`src/rtl/dac_setpoint_seq_if.sv`:
```
// Setpoint handshake bundle: signed 16Q48 voltage plus valid/ready.
// master drives data/valid, slave returns ready.
interface dac_setpoint_seq_if #(
  parameter int FLOAT_WIDTH = 64
);
  logic [FLOAT_WIDTH-1:0] ADC_VOLTAGE_IN;
  logic                   IN_VALID;
  logic                   IN_READY;

  modport master (
    output ADC_VOLTAGE_IN,
    output IN_VALID,
    input  IN_READY
  );

  modport slave (
    input  ADC_VOLTAGE_IN,
    input  IN_VALID,
    output IN_READY
  );
endinterface

```
`src/rtl/dac_setpoint_seq.sv`:
```
// DAC setpoint sequencer: 3-cycle voltage-to-code conversion, then a
// rate-limited slew of DAC_CODE_OUT to the target with a DONE pulse.
// Ports: ADC_CLK, rst (sync, active-high), sp (setpoint handshake),
//   SLEW_STEP/TICK_DIV (ramp config), DAC_CODE_OUT, BUSY, DONE, CLAMPED.
module dac_setpoint_seq #(
  parameter int                     FLOAT_WIDTH = 64,
  parameter int                     DAC_WIDTH   = 14,
  parameter logic [FLOAT_WIDTH-1:0] OFFSET      = 64'h000A_0000_0000_0000,
  parameter logic [FLOAT_WIDTH-1:0] SCALE       = 64'h0333_2666_6666_6666,
  parameter logic [DAC_WIDTH-1:0]   RESET_CODE  = 14'd8191
) (
  input  logic                 ADC_CLK,
  input  logic                 rst,
  dac_setpoint_seq_if.slave    sp,
  input  logic [DAC_WIDTH-1:0] SLEW_STEP,
  input  logic [15:0]          TICK_DIV,
  output logic [DAC_WIDTH-1:0] DAC_CODE_OUT,
  output logic                 BUSY,
  output logic                 DONE,
  output logic                 CLAMPED
);

  localparam int FW   = FLOAT_WIDTH;
  localparam int SW   = FW + 1;
  localparam int PW   = 2 * FW + 1;
  localparam int FRAC = FW - 16;

  localparam logic [PW-1:0] CODE_MAX_P =
    {{(PW-DAC_WIDTH){1'b0}}, {DAC_WIDTH{1'b1}}};
  localparam logic [DAC_WIDTH-1:0] CODE_MAX = {DAC_WIDTH{1'b1}};

  typedef enum logic [1:0] {
    IDLE,
    CONV,
    RAMP
  } state_t;

  state_t state_q, state_d;

  logic [FW-1:0]        vin_q;
  logic [SW-1:0]        sum_q;
  logic [PW-1:0]        prod_q;
  logic [1:0]           conv_cnt_q;
  logic [DAC_WIDTH-1:0] target_q;
  logic [DAC_WIDTH-1:0] step_q;
  logic [15:0]          div_q;
  logic [15:0]          tick_q;
  logic [DAC_WIDTH-1:0] code_q;
  logic                 done_q;
  logic                 clamped_q;

  logic                 accept;
  logic                 conv_last;
  logic                 at_target;
  logic                 tick;
  logic [SW-1:0]        sum_d;
  logic [PW-1:0]        prod_d;
  logic [PW-1:0]        prod_int;
  logic [DAC_WIDTH-1:0] target_d;
  logic                 clamp_d;
  logic                 up;
  logic [DAC_WIDTH-1:0] diff;
  logic [DAC_WIDTH-1:0] toward;

  assign sp.IN_READY  = (state_q == IDLE);
  assign BUSY         = (state_q != IDLE);
  assign DAC_CODE_OUT = code_q;
  assign DONE         = done_q;
  assign CLAMPED      = clamped_q;

  assign accept    = (state_q == IDLE) && sp.IN_VALID;
  assign conv_last = (conv_cnt_q == 2'd2);
  assign at_target = (code_q == target_q);
  assign tick      = (tick_q == div_q);

  // Both operands widened to the product width, so the modular
  // product equals the signed product.
  assign sum_d  = {vin_q[FW-1], vin_q} + {1'b0, OFFSET};
  assign prod_d = {{(PW-SW){sum_q[SW-1]}}, sum_q}
                * {{(PW-FW){1'b0}}, SCALE};

  assign prod_int = prod_q >> (2 * FRAC);

  always_comb begin
    target_d = prod_int[DAC_WIDTH-1:0];
    clamp_d  = 1'b0;
    if (sum_q[SW-1]) begin
      target_d = '0;
      clamp_d  = 1'b1;
    end else if (prod_int > CODE_MAX_P) begin
      target_d = CODE_MAX;
      clamp_d  = 1'b1;
    end
  end

  // Step toward target, landing exactly on it when within one step.
  always_comb begin
    up     = (target_q > code_q);
    diff   = up ? (target_q - code_q) : (code_q - target_q);
    toward = target_q;
    if (diff > step_q) begin
      toward = up ? (code_q + step_q) : (code_q - step_q);
    end
  end

  always_comb begin
    state_d = state_q;
    unique case (state_q)
      IDLE: if (sp.IN_VALID) state_d = CONV;
      CONV: if (conv_last) state_d = RAMP;
      RAMP: if (at_target) state_d = IDLE;
      default: state_d = IDLE;
    endcase
  end

  always_ff @(posedge ADC_CLK) begin
    if (rst) state_q <= IDLE;
    else     state_q <= state_d;
  end

  always_ff @(posedge ADC_CLK) begin
    if (rst) begin
      vin_q      <= '0;
      sum_q      <= '0;
      prod_q     <= '0;
      conv_cnt_q <= '0;
      target_q   <= '0;
      step_q     <= '0;
      div_q      <= '0;
      tick_q     <= '0;
      code_q     <= RESET_CODE;
      done_q     <= 1'b0;
      clamped_q  <= 1'b0;
    end else begin
      done_q <= 1'b0;
      if (accept) begin
        vin_q      <= sp.ADC_VOLTAGE_IN;
        step_q     <= SLEW_STEP;
        div_q      <= TICK_DIV;
        conv_cnt_q <= '0;
        clamped_q  <= 1'b0;
      end
      if (state_q == CONV) begin
        sum_q      <= sum_d;
        prod_q     <= prod_d;
        conv_cnt_q <= conv_cnt_q + 2'd1;
        if (conv_last) begin
          target_q  <= target_d;
          clamped_q <= clamp_d;
          tick_q    <= '0;
        end
      end
      if (state_q == RAMP) begin
        if (at_target) begin
          done_q <= 1'b1;
        end else if (step_q == '0) begin
          code_q <= target_q;
        end else if (tick) begin
          tick_q <= '0;
          code_q <= toward;
        end else begin
          tick_q <= tick_q + 16'd1;
        end
      end
    end
  end

endmodule

```
`src/flat_wrapper.sv`:
```
// flat-port wrapper written by rule: the top's interface ports become plain ports
module dac_setpoint_seq_flat 
#(
  parameter int                     FLOAT_WIDTH = 64,
  parameter int                     DAC_WIDTH   = 14,
  parameter logic [FLOAT_WIDTH-1:0] OFFSET      = 64'h000A_0000_0000_0000,
  parameter logic [FLOAT_WIDTH-1:0] SCALE       = 64'h0333_2666_6666_6666,
  parameter logic [DAC_WIDTH-1:0]   RESET_CODE  = 14'd8191
)
  (ADC_CLK, rst, SLEW_STEP, TICK_DIV, DAC_CODE_OUT, BUSY, DONE, CLAMPED, sp_ADC_VOLTAGE_IN, sp_IN_VALID, sp_IN_READY);
  dac_setpoint_seq_if #(.FLOAT_WIDTH(FLOAT_WIDTH)) sp_i ();
  input  logic ADC_CLK;
  input  logic rst;
  input  logic [DAC_WIDTH-1:0] SLEW_STEP;
  input  logic [15:0] TICK_DIV;
  output logic [DAC_WIDTH-1:0] DAC_CODE_OUT;
  output logic BUSY;
  output logic DONE;
  output logic CLAMPED;
  input wire logic [$bits(sp_i.ADC_VOLTAGE_IN)-1:0] sp_ADC_VOLTAGE_IN;
  input wire logic [$bits(sp_i.IN_VALID)-1:0] sp_IN_VALID;
  output wire logic [$bits(sp_i.IN_READY)-1:0] sp_IN_READY;
  assign sp_i.ADC_VOLTAGE_IN = sp_ADC_VOLTAGE_IN;
  assign sp_i.IN_VALID = sp_IN_VALID;
  assign sp_IN_READY = sp_i.IN_READY;
  dac_setpoint_seq #(.FLOAT_WIDTH(FLOAT_WIDTH), .DAC_WIDTH(DAC_WIDTH), .OFFSET(OFFSET), .SCALE(SCALE), .RESET_CODE(RESET_CODE)) u_core (.ADC_CLK(ADC_CLK), .rst(rst), .sp(sp_i), .SLEW_STEP(SLEW_STEP), .TICK_DIV(TICK_DIV), .DAC_CODE_OUT(DAC_CODE_OUT), .BUSY(BUSY), .DONE(DONE), .CLAMPED(CLAMPED));
endmodule
```
`config.mk`:
```
export PLATFORM = sky130hd
export DESIGN_NAME = dac_setpoint_seq_flat
export DESIGN_NICKNAME = d
export VERILOG_FILES = /design/src/rtl/dac_setpoint_seq_if.sv /design/src/rtl/dac_setpoint_seq.sv /design/src/flat_wrapper.sv
export SDC_FILE = /design/constraint.sdc
export NUM_CORES = 2
export LEC_CHECK = 0
export ABC_AREA = 0
export CELL_PAD_IN_SITES_DETAIL_PLACEMENT = 0
export CELL_PAD_IN_SITES_GLOBAL_PLACEMENT = 1
export CORE_MARGIN = 2
export CORE_UTILIZATION = 33
export DETAILED_ROUTE_END_ITERATION = 10
export PLACE_DENSITY = 0.65
export SETUP_SLACK_MARGIN = 0.2
export SYNTH_ARGS = -nofsm -noshare
export SYNTH_HDL_FRONTEND = slang
export SYNTH_SLANG_ARGS = --single-unit
```
`constraint.sdc`:
```
create_clock -name ADC_CLK -period 25.7 [get_ports ADC_CLK]
set_input_delay 2.57 -clock ADC_CLK [delete_from_list [all_inputs] [get_ports ADC_CLK]]
set_output_delay 2.57 -clock ADC_CLK [all_outputs]
set_load 0.02 [all_outputs]
```
==> flow_summary.yaml <==
clock_tree:
  cts-root-buf: "clkbuf_16"
  cts_tree: "built"
  htreeDepth: 2
  cts_hold_buf: 0
  insertion_delay_ns: 0.58
  cts_buffer_depth: 3
  clk_pin_slew_ns: 0.07
  post_cts_buffers: 0
  clkSinkCount: 242
  cts_buffers: 34
  cts_resized: 0
yosys:
  synth_top_area_share: 0.438
  synth_seq_cells: 242
  synth_compound_area_frac: 0.0841
  synth-edff-count: 0
  synth_top_family_by_area: "adder cells"
  synth_cell_types: 79
  syn_area_sq_um: 67900
  syn_nets: 9594
  synthMuxAreaShare: 0.00450
  synthFlopType: "dfxtp_1"
  syn_area_per_cell_sq_um: 9.62
  synth_top_cell_by_area: "fa_1"
  ys_top_cells_by_area: "fa_1, ha_1, inv_1"
  yosys.cell_count.top_type: "inv_1"
  syn_inst: 7060
  synthArstFlopShare: 0
  seq_area_frac_synth: 0.0713
  synth-simple-area-share: 0.0715
  synthAdderAreaFrac: 0.613
  yosys_warnings: 0
  synth_xor_area_frac: 0.0406
  synth_common_cells: "inv_1, fa_1, ha_1"
detailed_routing:
  via_count: 49700
  drt-vias-per-instance: 5.06
  drc: 0
  wl_per_cell_um: 29.3
  wirelength_um: 288000
  antenna_left: 0
  drt-pass1-iter-count: 5
  drt_iter0_markers: 3523
power:
  p_comb_frac: 0.851
  p_sw_frac: 0.601
  p_int_mw: 2.46
  power.leakage_nw: 40.0
  p_seq_frac: 0.070
  p_sw_mw: 3.71
  powerDensity_nw_per_um2: 84.1
  clockPowerShare: 0.079
  peakVddDrop_uv: 115
global_routing:
  grt_pass1_vias: 54300
  grtUsageTotal: 0.278
  antenna_found_initial: 3
  grt_pass1_wl_um: 409000
  grt_max_degree: 99
  globalRoute.totalOverflow: 0
timing:
  period_minus_slack_ns: 11.65
  finalCritPeriodShare: 0.453
  fmax_mhz: 85.8
  fin_setup_tns_ns: 0
  fin_skew_ns: 0.0369
  finalHoldViolCount: 0
  rsz0062_at_grt: "no"
  maxSlewViolCount: 3
  finalSetupViolCount: 0
  tightestPinTransition_ns: 1.62
  relSlewSlack: -0.0971
die:
  ios: 115
  fp.dieW_um: 458
  start_util: 0.332
  die_area_sq_um: 209000
  rows: 166
  die_h_um: 458
  core-area_sq_um: 205000
outcome:
  violations: "max-capacitance violations, max-slew violations"
  outcome: "finished with violations"
final_layout:
  fin_nets: 9648
  finish.utilization: 0.359
  layout-drive-gt1-share: 0.0238
  syn_to_final_growth_pct: 8.04
  nFillCells: 21000
placed_design:
  gp_congestion: 1.06
  hpwl_um: 257000
  portBuffers: 114
worst_setup_path:
  cp-end-kind: "register"
  worstSetupPathType: "reg -> reg"
  cp_max_fo: 12
  crit_path_start_kind: "register"
  arrival_ns: 12.09
  required_ns: 26.14
job:
  max-cap-violations: 2
worst_hold_path:
  hp-class: "reg -> reg"
[cells by family (layout without fill, tap and decap cells)]
logic type	after synthesis	count (layout)
fa+ha+maj	2437	2437
other cells	0	2
flops	242	242
xor+xnor	315	315
mux	30	30
buf+inv	2070	2148
simple gates	1037	1037
compound gates	929	929
[power by group through the flow]
| stage | clock network, mW | registers (mW) | logic [mW] |
|---|---|---|---|
| after global routing | 0.514 | 0.434 | 5.77 |
| after CTS | 0.501 | 0.431 | 5.30 |
| after floorplan | 0 | 0.431 | 3.17 |
| after detailed placement | 0 | 0.439 | 5.24 |
| final | 0.486 | 0.432 | 5.25 |
| after global placement | 0 | 0.439 | 5.29 |
[state kept, by name, indices dropped and copies added (netlist names)]
name	flops
u_core.sum_q	65
u_core.vin_q	64
u_core.prod_q	33
u_core.div_q	16
u_core.tick_q	16
u_core.DAC_CODE_OUT	14
u_core.step_q	14
u_core.target_q	14
u_core.conv_cnt_q	2
u_core.state_q	2
u_core.CLAMPED	1
u_core.DONE	1
[layout by cell type, fill, tap and decap left out, drive strengths merged, types with 126 or more instances in the layout]
cell type,synthesis,final
dfxtp,242,242
o21ai,126,126
nand2,480,480
ha,950,950
fa,1487,1487
a21oi,424,424
inv,1922,1926
nor2,155,155
a21o,166,166
xor2,219,219
[path summary, 6_finish.rpt]
| path | start | end | slack, ns | cells past startpoint |
|---|---|---|---|---|
| max reg2reg | u_core.sum_q[16] | u_core.prod_q[127] | 14.05 | 27 |
| max | u_core.sum_q[16] | u_core.prod_q[127] | 14.05 | 27 |
| min reg2reg | u_core.vin_q[38] | u_core.sum_q[38] | 0.45 | 2 |
| min | u_core.vin_q[38] | u_core.sum_q[38] | 0.45 | 2 |
[final cells by class]
class | instances | area (sq um) | share of cell area
tap | 2688 | 3360 | 0.0458
multi-input combinational | 4748 | 55300 | 0.754
sequential | 242 | 4850 | 0.0661
clock inverter | 15 | 144 | 0.00196
clock buffer | 45 | 953 | 0.0130
timing repair buffer | 165 | 1530 | 0.0208
inverter | 1923 | 7220 | 0.0984
antenna | 2 | 5.00 | 0.0000682
[routing by layer]
layer	global-route usage	wire, um	vias to the layer above
met1	0.353	118000	25800
met2	0.462	136000	1585
met5	0	13	-
li1	-	-	21800
met3	0.0252	12300	468
met4	0.163	21100	2
[critical path, cell delays in order, from the launching register on]
cell and delay [ns]:
dfxtp_1 0.98, ha_1 0.75, xor2_1 0.96, ha_1 0.42, fa_1 0.53, inv_1 0.07
fa_1 0.53, fa_1 0.58, inv_1 0.07, fa_1 0.50, inv_1 0.07, fa_1 0.48
inv_1 0.05, fa_1 0.48, inv_1 0.05, fa_1 0.77, inv_1 0.13, ha_1 0.42
a21oi_1 0.22, o21ai_0 0.12, a21oi_1 0.30, nor2_1 0.07, nor4b_1 1.34, a211oi_1 0.34
o311ai_1 0.53, a31oi_2 0.22, a21o_1 0.20, a221o_1 0.28
[per-stage QoR]
| stage | area (sq um) | total power, mW | setup WS [ns] | hold WS (ns) | instances |
|---|---|---|---|---|---|
| 6_report | 73400 | 6.17 | 14.05 | 0.445 | 9828 |
| 5_1_grt | 73400 | 6.72 | 13.92 | 0.477 | 9826 |
| 4_1_cts | 73400 | 6.23 | 14.29 | 0.439 | 9826 |
| 3_5_place_dp | 72300 | 5.68 | 14.39 | 0.442 | 9766 |
| 3_3_place_gp | 72300 | 5.73 | 14.34 | 0.444 | 9766 |
| 2_1_floorplan | 67900 | 3.60 | 15.38 | 0.425 | 7060 |
Note: power is estimated with default switching activity, not from simulation.
